`config.mk`:
```
export PLATFORM = sky130hd
export DESIGN_NAME = switch_button_in
export DESIGN_NICKNAME = d
export VERILOG_FILES = /design/src/rtl/switch_button_pkg.sv /design/src/rtl/switch_button_in_debounce.sv /design/src/rtl/switch_button_in.sv
export SDC_FILE = /design/constraint.sdc
export NUM_CORES = 1
export LEC_CHECK = 0
export ABC_AREA = 1
export BUFFER_PORTS_ARGS = -buffer_cell sky130_fd_sc_hd__buf_4
export CAP_MARGIN = 0
export CORE_MARGIN = 2
export CORE_UTILIZATION = 45
export DETAILED_ROUTE_END_ITERATION = 10
export MAX_ROUTING_LAYER = met4
export PLACE_DENSITY_LB_ADDON = 0.3
export SLEW_MARGIN = 20
export SYNTH_ARGS = -nofsm -noshare
export SYNTH_HDL_FRONTEND = slang
export SYNTH_SLANG_ARGS = --single-unit
```
`constraint.sdc`:
```
create_clock -name clock -period 1.7 [get_ports clock]
set_input_delay 0.17 -clock clock [delete_from_list [all_inputs] [get_ports clock]]
set_output_delay 0.17 -clock clock [all_outputs]
set_load 0.005 [all_outputs]
```
`src/rtl/switch_button_pkg.sv`:
```
// Shared constants for the switch/button input peripheral.
`timescale 1ns/1ps
package switch_button_pkg;

  localparam int unsigned NUM_SW  = 8;
  localparam int unsigned NUM_BTN = 5;
  localparam int unsigned NUM_IN  = NUM_SW + NUM_BTN;
  localparam int unsigned DATA_W  = 16;

  localparam logic ADDR_STATE   = 1'b0;
  localparam logic ADDR_PENDING = 1'b1;

  // 1 ms at 100 MHz
  localparam int unsigned DEBOUNCE_CYCLES_DEF = 100000;
  localparam int unsigned CNT_W_DEF           = 17;

endpackage

```
`src/rtl/switch_button_in_debounce.sv`:
```
// Per-input 2-flop synchroniser plus counter-based debouncer.
// o_rise_c/o_fall_c pulse on the same edge the stable value updates.
`timescale 1ns/1ps
module input_debounce #(
  parameter int unsigned DEBOUNCE_CYCLES = 100000,
  parameter int unsigned CNT_W           = 17
) (
  input  logic clock,
  input  logic reset,
  input  logic i_raw,
  output logic o_stable,
  output logic o_rise_c,
  output logic o_fall_c
);

  logic             r_sync1;
  logic             r_sync2;
  logic [CNT_W-1:0] r_cnt;
  logic             r_stable;
  logic             w_diff;
  logic             w_expire;

  assign w_diff   = r_sync2 ^ r_stable;
  assign w_expire = w_diff && (r_cnt == CNT_W'(DEBOUNCE_CYCLES - 1));

  // Two-flop synchroniser for the asynchronous raw input
  always_ff @(posedge clock or negedge reset) begin
    if (!reset) begin
      r_sync1 <= 1'b0;
      r_sync2 <= 1'b0;
    end else begin
      r_sync1 <= i_raw;
      r_sync2 <= r_sync1;
    end
  end

  // Count consecutive disagreeing cycles; accept the new level on expiry
  always_ff @(posedge clock or negedge reset) begin
    if (!reset) begin
      r_cnt    <= '0;
      r_stable <= 1'b0;
    end else if (!w_diff) begin
      r_cnt <= '0;
    end else if (w_expire) begin
      r_stable <= r_sync2;
      r_cnt    <= '0;
    end else begin
      r_cnt <= r_cnt + CNT_W'(1);
    end
  end

  assign o_stable = r_stable;
  assign o_rise_c = w_expire & r_sync2;
  assign o_fall_c = w_expire & ~r_sync2;

endmodule

```
`src/rtl/switch_button_in.sv`:
```
// Switch/button input port on the 4-way handshake bus.
// Optional pending/interrupt logic is built when SWITCH_BUTTON_IRQ_EN is defined.
`timescale 1ns/1ps
module switch_button_in
  import switch_button_pkg::*;
#(
  parameter int unsigned DEBOUNCE_CYCLES = DEBOUNCE_CYCLES_DEF,
  parameter int unsigned CNT_W           = CNT_W_DEF
) (
  input  logic               clock,
  input  logic               reset,
  input  logic               Address,
  input  logic [DATA_W-1:0]  dataIn,
  input  logic               Write,
  input  logic               Read,
  output logic [DATA_W-1:0]  dataOut,
  output logic               Ack,
  input  logic [NUM_SW-1:0]  Switch,
  input  logic [NUM_BTN-1:0] Button,
  output logic               Interrupt
);

  logic [NUM_IN-1:0] w_raw;
  logic [NUM_IN-1:0] w_stable;
  logic [NUM_IN-1:0] w_rise_c;
  logic [NUM_IN-1:0] w_fall_c;
  logic [NUM_IN-1:0] w_pending;
  logic              w_rd_go;
  logic              w_wr_go;
  logic              w_unused;
  logic              r_ack;
  logic [DATA_W-1:0] r_data_out;

  assign w_raw   = {Button, Switch};
  assign w_rd_go = Read  & ~r_ack;
  assign w_wr_go = Write & ~r_ack;

  // One debouncer per input bit
  for (genvar gi = 0; gi < NUM_IN; gi++) begin : g_bit
    input_debounce #(
      .DEBOUNCE_CYCLES (DEBOUNCE_CYCLES),
      .CNT_W           (CNT_W)
    ) u_db (
      .clock    (clock),
      .reset    (reset),
      .i_raw    (w_raw[gi]),
      .o_stable (w_stable[gi]),
      .o_rise_c (w_rise_c[gi]),
      .o_fall_c (w_fall_c[gi])
    );
  end

  // Acknowledge follows the request level one cycle later
  always_ff @(posedge clock or negedge reset) begin
    if (!reset) r_ack <= 1'b0;
    else        r_ack <= Read | Write;
  end

  // Capture read data once per request, hold until the next read
  always_ff @(posedge clock or negedge reset) begin
    if (!reset) begin
      r_data_out <= '0;
    end else if (w_rd_go) begin
      r_data_out <= (Address == ADDR_PENDING) ? DATA_W'(w_pending) : DATA_W'(w_stable);
    end
  end

`ifdef SWITCH_BUTTON_IRQ_EN
  logic [NUM_IN-1:0] r_pending;
  logic [NUM_IN-1:0] w_set;
  logic [NUM_IN-1:0] w_clr;
  logic              r_interrupt;

  // Switches flag both edges, buttons flag presses only
  assign w_set = {w_rise_c[NUM_IN-1:NUM_SW], w_rise_c[NUM_SW-1:0] | w_fall_c[NUM_SW-1:0]};
  assign w_clr = (w_wr_go && (Address == ADDR_PENDING)) ? dataIn[NUM_IN-1:0] : '0;

  // Pending bits: write-1-to-clear, a same-cycle set event wins
  always_ff @(posedge clock or negedge reset) begin
    if (!reset) r_pending <= '0;
    else        r_pending <= (r_pending & ~w_clr) | w_set;
  end

  // Level interrupt while anything is pending
  always_ff @(posedge clock or negedge reset) begin
    if (!reset) r_interrupt <= 1'b0;
    else        r_interrupt <= |r_pending;
  end

  assign w_pending = r_pending;
  assign Interrupt = r_interrupt;
  assign w_unused  = ^{dataIn[DATA_W-1:NUM_IN], w_fall_c[NUM_IN-1:NUM_SW]};
`else
  assign w_pending = '0;
  assign Interrupt = 1'b0;
  assign w_unused  = ^{dataIn, w_rise_c, w_fall_c};
`endif

  assign Ack     = r_ack;
  assign dataOut = r_data_out;

endmodule

```
# Yosys cells after proc, flatten, opt, wreduce, memory -nomap -nowiden
# Cells that the tools add are included.
[classes]
mux = 27
reduce_logical = 26
bitwise = 16
n_eq_ne = 13
addsub = 13
[op_table]
columns = ["operator", "count"]
rows = [
  ["17-bit two-way mux", 26],
  ["17-bit by 1-bit adder with 17-bit output (second input constant)", 13],
  ["17-bit == test (second input constant)", 13],
  ["2-bit AND reduction", 13],
  ["1-bit logical AND", 13],
  ["13-bit two-way mux", 1],
  ["1-bit bitwise XOR", 13],
  ["1-bit AND", 1],
  ["1-bit inverter", 1],
  ["1-bit OR", 1],
]
[word_totals]
inputBits = 34
output_inout_bits = 18
wordCells = 149
regBits = 277

# Longest topological paths before layout
# Gate-level depths: netlist (run 1).
[depth]
depth_word = 4
depth_mapped = 9
mapped_depth_nobuf = 9

# Hierarchy
# From an unflattened synthesis (run 1), not the netlist that was laid out.
[unflattened]
cells_unflattened = 2107
hier_area_um2 = 15537.4
[by_module_without_submodules]
columns = ["mod", "cells_per_inst", "seq_area_each_um2", "area_per_inst_um2", "instances"]
rows = [
  ["input_debounce", 155, 500.5, 1142.3, 13],
  ["switch_button_in", 92, 350.3, 686.9, 1],
]

# Least setup slack after synthesis (run 1)
# OpenSTA, ideal clock, no wires.
[synth_timing]
path_type = "reg-to-reg"
startpoint = "register g_bit[3].u_db.r_cnt[0]"
endpoint = "register g_bit[3].u_db.r_cnt[15]"
setup_slack_ps = 475
synth_period_minus_slack_ps = 1225
path_buffers = 0
path_stages_with_launch = 7
setup_time_ps = 121
required_time_ps = 1579
t_arrival_ps = 1104
path_cell_list = "dfrtp_1 ha_1 nand3_2 nor2_2 nand3_1 nand2_2 nor2_1"
[synth_via]
elab_chain_cells = 4
word_cells_on_any_way = 5
classes_between = "1 x add/sub; 1 x eq/ne; 2 x mux; 1 x reduce/logical"
[synth_rtl]
columns = ["element", "line", "text"]
rows = [
  ["from (decl)", "switch_button_in_debounce.sv:18", "logic [CNT_W-1:0] r_cnt;"],
  ["from (signal assigned)", "switch_button_in_debounce.sv:48", "r_cnt <= r_cnt + CNT_W'(1);"],
  ["branches (longest 2 deep; another with 17-bit by 1-bit adder with 17-bit output)", "n/a", ""],
  ["17-bit two-way mux (*)", "switch_button_in_debounce.sv:44", "end else if (w_expire) begin"],
  ["17-bit two-way mux (*)", "switch_button_in_debounce.sv:42", "end else if (!w_diff) begin"],
]
# Every way passes the cells marked *.
# A chain may end at the register's enable or synchronous reset.

# Worst setup path in the final report (run 1)
[layout_timing]
startpoint = "register r_ack, in the netlist Ack"
endpoint = "output port Ack"
[layout_rtl]
columns = ["element", "line", "text"]
rows = [
  ["from (decl)", "switch_button_in.sv:31", "logic r_ack;"],
  ["from (signal assigned)", "switch_button_in.sv:56", "else r_ack <= Read | Write;"],
  ["to (decl)", "switch_button_in.sv:17", "output logic Ack,"],
]
# No word-level cell between the ends.

==> summary.txt, run 1 <==
Timing
  – Number of hold-slack violations in the final timing report: 0
  – Maximum clock frequency: approximately 0.69 GHz
  – Clock skew: 0.00831 ns
  – Setup_tns: 0 ns
  – Number of setup violations in the final report: 0
  – Final critical delay including setup and external delays: ~1.4 ns
  – Portion of the clock cycle consumed by the worst path in the final layout: between 80 and 90%
  – Slew Limit Fails: 0
  – Unrepaired setup endpoints after global routing: false
  – Worst Hold Slack: between 0.09 and 0.1 ns

Placement
  – Final estimated routing congestion in global placement: between 0.8 and 0.9
  – DP Wirelength: 20,600 µm
  – Number of buffer cells added on primary ports: 31

Route
  – 1st-iter DRT viols: a little under 600
  – Avg Vias per Cell: slightly below 5
  – Residual DRC: 0
  – Final antenna-violating net count: 0
  – Count of vias placed by the detailed router: between 10,000 and 15,000
  – Wirelength, routed: ~29,000 µm
  – Detailed-route wire length per cell: between 10 and 15 µm
  – Router iterations before antenna repair: 5

Layout
  – Area taken by multi-input logic gates: between 0.006 and 0.007 mm²
  – Layout net count: approximately 2,000
  – Layout cell share with drive strength beyond 1: about an eighth
  – Area Growth Syn to Fin: 14.4%
  – Number of fill cells in the layout: between 2,000 and 3,000
  – Register area: a little under 0.007 mm²
  – ANT cells: 0

Power and ir drop
  – Maximum vdd drop: ~0.9 mV
  – Leakage power figure: around 7.1 nW
  – Power density normalized to cell area: roughly 860 mW/mm²

Min path
  – Number of cells traversed by the worst hold path: 5
  – Min-delay worst type: in2reg

Critical path
  – Cell mode on critical path: sky130_fd_sc_hd__buf_4
  – Required arrival time at the worst endpoint: ~1.5 ns
  – Cell class contributing the biggest share of worst-path delay: flip-flops
  – Depth of the critical timing path with buffers and inverters included: 2
  – Worst Reg-to-Reg Cells: 5
  – Stage delay of the slowest cell on the critical path: ~0.38 ns
  – Cell with the largest stage delay on the worst path: sky130_fd_sc_hd__dfrtp_1
  – Critical Path Fanout Max: 14
  – Type of origin of the critical path: flop
  – Series of cell instances along the critical path: buf_4 -> buf_4
  – Worst path buffer plus inverter count: 2
  – Worst setup EP type: output port
  – Arrival time of data at the critical path endpoint: around 1.3 ns
  – Critical path class: reg2out

CTS
  – Hold bufs inserted after CTS: 16
  – Number of buffers created by CTS: 30
  – Clock latency of the later-clocked register in the worst-skew pair: between 0.5 and 0.6 ns
  – Max Root-Sink Buffers: 3
  – CTS tree: done
  – Post-cts sizing count: 0
  – Number of setup buffers added after CTS: 0
  – Root buffer selected by CTS: sky130_fd_sc_hd__clkbuf_16
  – H-tree Lvls: 1
  – Number of clock sinks: 274
  – Clk pin slew, worst setup/hold paths: 0.06 ns

Yosys
  – Total standard cell area after synthesis: about 0.014 mm²
  – Cell count after synthesis: around 1,900
  – Warning count from the yosys run: 0
  – Count of cell types in the netlist: 27
  – Average cell area after synthesis: roughly 7.6 µm²
  – Register area share after synthesis: 47.5%
  – Flip-flop and latch count after synthesis: between 200 and 300

GRT
  – Number of antenna violations at the first check in global routing: 0
  – Vias in the first global route: roughly 11,000
  – Global-route wire length before repair: 51,500 µm
  – Maximum number of pins on one net before global-route repair: 61
  – GRT Residual Overflow: 0
  – Total routing usage reported by global routing: a little under a fifth

Floorplan
  – Vertical die dimension: 183 µm
  – Starting density of the core: between 40% and 50%
  – Ports: between 50 and 60
  – Die outline area: 0.0335 mm²
  – Floorplan core area: 0.0316 mm²
  – Row count: 65
  – Die width: 183 µm

Flow run
  – Max-Cap Viols: 0

Run status
  – Status: complete, no violations
-- cells in the mapped netlist --
master / number / area, µm²
sky130_fd_sc_hd__nand4_1: 32 / 200
sky130_fd_sc_hd__dfrtp_1: 274 / 6860
sky130_fd_sc_hd__nand2_2: 62 / 388
sky130_fd_sc_hd__nor3_1: 13 / 65.1
sky130_fd_sc_hd__inv_2: 21 / 78.8
sky130_fd_sc_hd__buf_2: 1 / 5.00
sky130_fd_sc_hd__o21ai_1: 32 / 160
sky130_fd_sc_hd__nor2_4: 20 / 225
sky130_fd_sc_hd__or2_2: 1 / 6.26
sky130_fd_sc_hd__a21oi_1: 18 / 90.1
sky130_fd_sc_hd__nand2_4: 5 / 56.3
sky130_fd_sc_hd__xnor2_1: 14 / 123
sky130_fd_sc_hd__ha_1: 13 / 163
sky130_fd_sc_hd__nand3_1: 133 / 666
sky130_fd_sc_hd__nor2_2: 32 / 200
sky130_fd_sc_hd__inv_1: 197 / 739
sky130_fd_sc_hd__buf_4: 4 / 30.0
sky130_fd_sc_hd__xor2_1: 49 / 429
sky130_fd_sc_hd__clkbuf_1: 3 / 11.3
sky130_fd_sc_hd__nor2_1: 414 / 1550
sky130_fd_sc_hd__nand2_1: 486 / 1820
sky130_fd_sc_hd__nand3_2: 15 / 150
sky130_fd_sc_hd__nor3b_1: 13 / 97.6
sky130_fd_sc_hd__nor3_2: 4 / 40.0
sky130_fd_sc_hd__conb_1: 1 / 3.75
sky130_fd_sc_hd__o21bai_1: 26 / 195
sky130_fd_sc_hd__o21ai_0: 14 / 70.1
-- cell type report --
cell class              instances  share of cell area [%]
clock buffers                  40                    5.21
flip-flops and latches        274                    41.5
clock inverters                16                    1.31
repair buffers                 58                    3.23
well taps                     402                    3.05
inverters                     218                    4.96
multi-input cells            1400                    40.7
-- metrics by stage --
stage	area, µm²	worst slack (ns)	util (%)	instances	power [mW]
final	16500	0.257	52.3	2408	14.2
after global routing	16500	0.122	52.3	2408	14.8
after CTS	16500	0.218	52.3	2408	14.4
after detailed placement	15300	0.282	48.4	2336	7.36
after global placement	15300	0.311	48.4	2336	7.34
after floorplan	14400	0.475	-	1900	7.07
-- sequential cells by signal (all words and copies together), names as in the netlist --
name                 count
g_bit.u_db.r_sync2      13
g_bit.u_db.o_stable     13
Ack                      1
g_bit.u_db.r_sync1      13
dataOut                 13
g_bit.u_db.r_cnt       221
-- routing by layer --
metal	wire [µm]	GRT usage [%]	part of all wire [%]	up-vias
li1	-	-	-	6068
met1	13800	24.1	48	5433
met2	13500	30.7	47	146
met3	962	2.90	3.3	50
met4	632	4.48	2.2	0
met5	0	-	0	-
-- path summary, 6_finish.rpt --
| path | startpoint | to | slack [ns] |
|---|---|---|---|
| max | Ack | Ack | 0.26 |
| min | Address | dataOut[9] | 0.09 |
| max reg2reg | g_bit[9].u_db.r_cnt[0] | g_bit[9].u_db.r_cnt[14] | 0.27 |
| min reg2reg | g_bit[7].u_db.r_sync1 | g_bit[7].u_db.r_sync2 | 0.35 |
| max in group asynchronous | reset | g_bit[0].u_db.o_stable | 0.96 |
| min in group asynchronous | reset | g_bit[1].u_db.r_cnt[13] | 0.10 |
-- cell families (layout without fill, tap and decap cells) --
group / count (synthesis) / after routing / share of synthesized area (%)
buffers and inverters: 226 / 332 / 5.99
and+or+nand+nor: 1230 / 1230 / 37.9
other: 1 / 4 / 0.0260
adders and majority gates: 13 / 13 / 1.13
xor gates and xnor gates: 63 / 63 / 3.82
DFF: 274 / 274 / 47.5
AOI/OAI and AO/OA: 90 / 90 / 3.57
-- worst min-delay path, cell delays in order --
cell,delay (ns)
sky130_fd_sc_hd__buf_4,0.07
sky130_fd_sc_hd__inv_1,0.03
sky130_fd_sc_hd__buf_4,0.19
sky130_fd_sc_hd__nand3_1,0.10
sky130_fd_sc_hd__nand2_1,0.04
-- where the power goes --
part / leakage (nW) / internal, mW / total (mW) / switching [mW]
clock: 0.526 / 4.30 / 6.95 / 2.65
sequential: 3.73 / 6.63 / 6.72 / 0.0912
combinational: 2.79 / 0.173 / 0.529 / 0.356
-- cell usage in the layout, fill, tap and decap left out, drive strengths merged, types with 14 or more instances in the layout --
master and count:
nand2 553, nor2 466, dfrtp 274, inv 219, nand3 148, xor2 49, o21ai 46, buf 42
clkbuf 40, nand4 32, o21bai 26, a21oi 18, nor3 17, dlygate4sd3 16, xnor2 14
Power figures use the tool's default switching activity.
==> inputs of run 2 (changes only) <==
--- a/config.mk
+++ b/config.mk
@@ -5,7 +5,7 @@
 export SDC_FILE = /design/constraint.sdc
 export NUM_CORES = 1
 export LEC_CHECK = 0
-export ABC_AREA = 1
+export ABC_AREA = 0
 export BUFFER_PORTS_ARGS = -buffer_cell sky130_fd_sc_hd__buf_4
 export CAP_MARGIN = 0
 export CORE_MARGIN = 2
==> constraint.sdc (replaced) <==
create_clock -name clock -period 1.3 [get_ports clock]
set_input_delay 0.13 -clock clock [delete_from_list [all_inputs] [get_ports clock]]
set_output_delay 0.13 -clock clock [all_outputs]
set_load 0.005 [all_outputs]
==> run 2 against run 1 <==
Net effect: the flow now finishes with violations (negative setup slack); clock skew grew 0.014 ns; non-clock buffer count up 408; via count is 4.8% lower; area after synthesis fell by 11%; synthesized cell count decreased by 34%; global-route usage up 3.4 points; clock-buffer cell count up 8; critical path type is now reg2reg; critical endpoint is now g_bit[8].u_db.o_stable.
==> summary.txt, run 2 <==
GRT
  – Global-route wire length before repair: 54,500 µm (+5.9%)
  – Maximum number of pins on one net before global-route repair: 54 (-11%)
  – Total routing usage reported by global routing: 22.0% (+3.4 points)
  – GRT Residual Overflow: 0 (unchanged)
  – Vias in the first global route: 11,500 (+1.2%)
  – Number of antenna violations at the first check in global routing: 0 (unchanged)

Timing
  – Setup_tns: -55.49 ns (-55.49 ns)
  – Portion of the clock cycle consumed by the worst path in the final layout: 148%
  – Maximum clock frequency: approximately 0.52 GHz
  – Slew Limit Fails: 0 (unchanged)
  – Final critical delay including setup and external delays: between 1.5 and 2 ns
  – Number of setup violations in the final report: 234 (+234)
  – Clock skew: 0.0222 ns (+0.0139 ns)
  – Smallest setup slack after layout: -0.620 ns (-0.877 ns)
  – Number of hold-slack violations in the final timing report: 0 (unchanged)
  – Worst Tran Pin Value: 0.858 ns
  – Unrepaired setup endpoints after global routing: true
  – Max transition margin: a little over two fifths
  – Worst Hold Slack: 0.0539 ns (-0.0384 ns)

Placement
  – Final estimated routing congestion in global placement: 0.842 (-5.9%)
  – Worst setup slack after placement: -0.583 ns (-0.865 ns)
  – DP Wirelength: 19,500 µm (-5.5%)
  – Number of buffer cells added on primary ports: 31 (unchanged)
  – Number of cells in the design after placement: 1,980 (-15%)

Critical path
  – Worst Reg-to-Reg Cells: 3 (-2)
  – Type of origin of the critical path: flop
  – Critical Path Fanout Max: 4 (-10)
  – Reg-to-reg slack, setup: -0.62 ns (-0.89 ns)
  – Worst setup EP type: flop
  – Critical path class: reg2reg
  – Arrival time of data at the critical path endpoint: 2.36 ns (+1.09 ns)
  – Required arrival time at the worst endpoint: 1.74 ns (+0.21 ns)
  – Critical register-to-register path endpoint: g_bit[8].u_db.o_stable
  – Launch instance of the worst register-to-register path: g_bit[8].u_db.r_cnt[11]

Route
  – Final antenna-violating net count: 0 (unchanged)
  – Router iterations before antenna repair: 5 (unchanged)
  – Avg Vias per Cell: 5.25 (+8.1%)
  – Count of vias placed by the detailed router: 11,100 (-4.8%)
  – Residual DRC: 0 (unchanged)
  – Wirelength, routed: 33,800 µm (+17%)
  – Detailed-route wire length per cell: 15.9 µm (+33%)
  – 1st-iter DRT viols: 638 (+8.5%)

Yosys
  – Commonest register cell after synthesis: sky130_fd_sc_hd__dfrtp_1
  – Count of cell types in the netlist: 46 (+70%)
  – Cell types with the largest area share after synthesis: sky130_fd_sc_hd__dfrtp_1 (54%), sky130_fd_sc_hd__xnor2_1 (8.1%), sky130_fd_sc_hd__nor2_1 (6.2%)
  – Count of flip-flops with a built-in enable after synthesis: 0 (unchanged)
  – Async set-or-reset flop fraction in the synthesized netlist: 100% (unchanged)
  – Total standard cell area after synthesis: 0.0128 mm² (-11%)
  – Post-synth top area cell: sky130_fd_sc_hd__dfrtp_1
  – Register area share after synthesis: 53.5% (+6.0 points)
  – Warning count from the yosys run: 0 (unchanged)
  – Cell count after synthesis: 1,248 (-34%)
  – Area share of the largest cell type after synthesis: 53.5% (+6.0 points)
  – Count leader, synth: sky130_fd_sc_hd__dfrtp_1
  – Flip-flop and latch count after synthesis: 274 (unchanged)
  – Post-synth top cells: sky130_fd_sc_hd__dfrtp_1 (274), sky130_fd_sc_hd__nor2_1 (210), sky130_fd_sc_hd__xnor2_1 (119), sky130_fd_sc_hd__nand2_1 (78), sky130_fd_sc_hd__nand4_1 (77)
  – Average cell area after synthesis: 10.3 µm² (+35%)

Layout
  – Most common library cell in the layout ignoring fill and taps: sky130_fd_sc_hd__buf_4
  – ANT cells: 0 (unchanged)
  – Number of fill cells in the layout: 1,884 (-36%)
  – Final core utilization: 70.9% (+19 points)
  – Biggest register: g_bit.u_db.r_cnt
  – Non-filler cells, final: 2,121 (-12%)
  – Layout cell share with drive strength beyond 1: 46.9% (+34 points)
  – Area taken by multi-input logic gates: 0.00742 mm² (+10%)
  – Flip-flop count of the largest register after layout: 221 (unchanged)
  – Layout net count: 1,768 (-13%)
  – Area Growth Syn to Fin: 54.6%
  – Register area: 0.00686 mm² (about the same)
  – Commonest cells after routing, fill and taps aside: sky130_fd_sc_hd__buf_4 (401), sky130_fd_sc_hd__dfrtp_1 (269), sky130_fd_sc_hd__xnor2_1 (106)

Floorplan
  – Die outline area: 0.0298 mm² (-11%)
  – Vertical die dimension: 173 µm (-5.6%)
  – Ports: 52 (unchanged)
  – Floorplan core area: 0.0279 mm² (-11%)
  – Starting density of the core: 45.9% (+0.14 points)
  – Row count: 61 (-6.2%)
  – Die width: 173 µm (-5.6%)

Flow run
  – Max-Cap Viols: 0 (unchanged)

Min path
  – Min-delay worst type: in2async

CTS
  – Clk pin slew, worst setup/hold paths: 0.06 ns (about the same)
  – Root buffer selected by CTS: sky130_fd_sc_hd__clkbuf_16
  – Max Root-Sink Buffers: 3 (unchanged)
  – Number of buffers created by CTS: 30 (unchanged)
  – Number of clock sinks: 274 (unchanged)
  – H-tree Lvls: 1 (unchanged)
  – CTS tree: done
  – Clock latency of the later-clocked register in the worst-skew pair: 0.55 ns (about the same)

Power and ir drop
  – Maximum vdd drop: 1.04 mV (+14%)
  – Leakage power figure: 8.38 nW (+19%)
  – Power density normalized to cell area: 951 mW/mm² (+11%)

Run status
  – Violated checks: negative setup slack
  – Status: complete, but fails checks
## run 2: final cells by class
cell class / instances / area share (%)
tap: 378 / 2.39
clock inverter: 6 / 0.417
multi-input combinational: 925 / 37.5
inverter: 24 / 0.455
timing repair buffer: 466 / 19.8
sequential: 274 / 34.6
clock buffer: 48 / 4.79
## run 2: through the flow
stage                     area [µm²]  power, mW
after floorplan                13200       9.34
after global placement         16400       9.91
after detailed placement       16400       9.93
after CTS                      18800       18.9
after global routing           19800       19.5
final                          19800       18.8
## run 2: cell families (layout without fill, tap and decap cells)
family	after synthesis	count (layout)	share of synthesized area (%)
simple gates	645	646	26.2
flops	274	274	53.5
xor+xnor	192	192	13.1
compound gates	55	57	2.66
buf+inv	55	544	2.01
fa+ha+maj	13	13	1.27
mux	13	13	1.17
other cells	1	4	0.0293
## run 2: critical path, stage by stage (launching register included)
cell,delay (ns)
sky130_fd_sc_hd__dfrtp_1,0.37
sky130_fd_sc_hd__or4b_4,0.53
sky130_fd_sc_hd__or4_4,0.59
sky130_fd_sc_hd__mux2_4,0.31
## run 2: layer usage
metal	vias to the layer above	GRT usage [%]	wire length [µm]
met5	-	-	0
li1	5333	-	-
met1	5574	27.9	14500
met4	0	5.97	830
met2	166	37.6	17600
met3	60	2.53	853
## run 2: how the worst max path moves through the flow
stage | start | to | slack [ns] | cells past startpoint
floorplan | g_bit[8].u_db.r_cnt[14] | g_bit[8].u_db.o_stable | -0.57 | 3
global placement | g_bit[8].u_db.r_cnt[14] | g_bit[8].u_db.o_stable | -0.56 | 3
detailed placement | g_bit[8].u_db.r_cnt[14] | g_bit[8].u_db.o_stable | -0.58 | 3
CTS | g_bit[8].u_db.r_cnt[14] | g_bit[8].u_db.r_cnt[15] | -0.59 | 5
global route | g_bit[8].u_db.r_cnt[11] | g_bit[8].u_db.r_cnt[14] | -0.65 | 5
finish | g_bit[8].u_db.r_cnt[11] | g_bit[8].u_db.o_stable | -0.62 | 3
## run 2: power by group
part,switching [mW],internal [mW]
Combinational,0.704,0.626
Sequential,0.113,8.67
Clock,3.38,5.35
## run 2: repair_timing
| item | in CTS | in global routing |
|---|---|---|
| setup buffers | 40 | 27 |
| hold buffers | 17 | 0 |
| setup endpoints to repair | 234 | 234 |
| endpoints found under the hold margin | 296 | 0 |
| resized for setup | 170 | 202 |
| pin swaps | 78 | 78 |
| gates cloned | 10 | 0 |
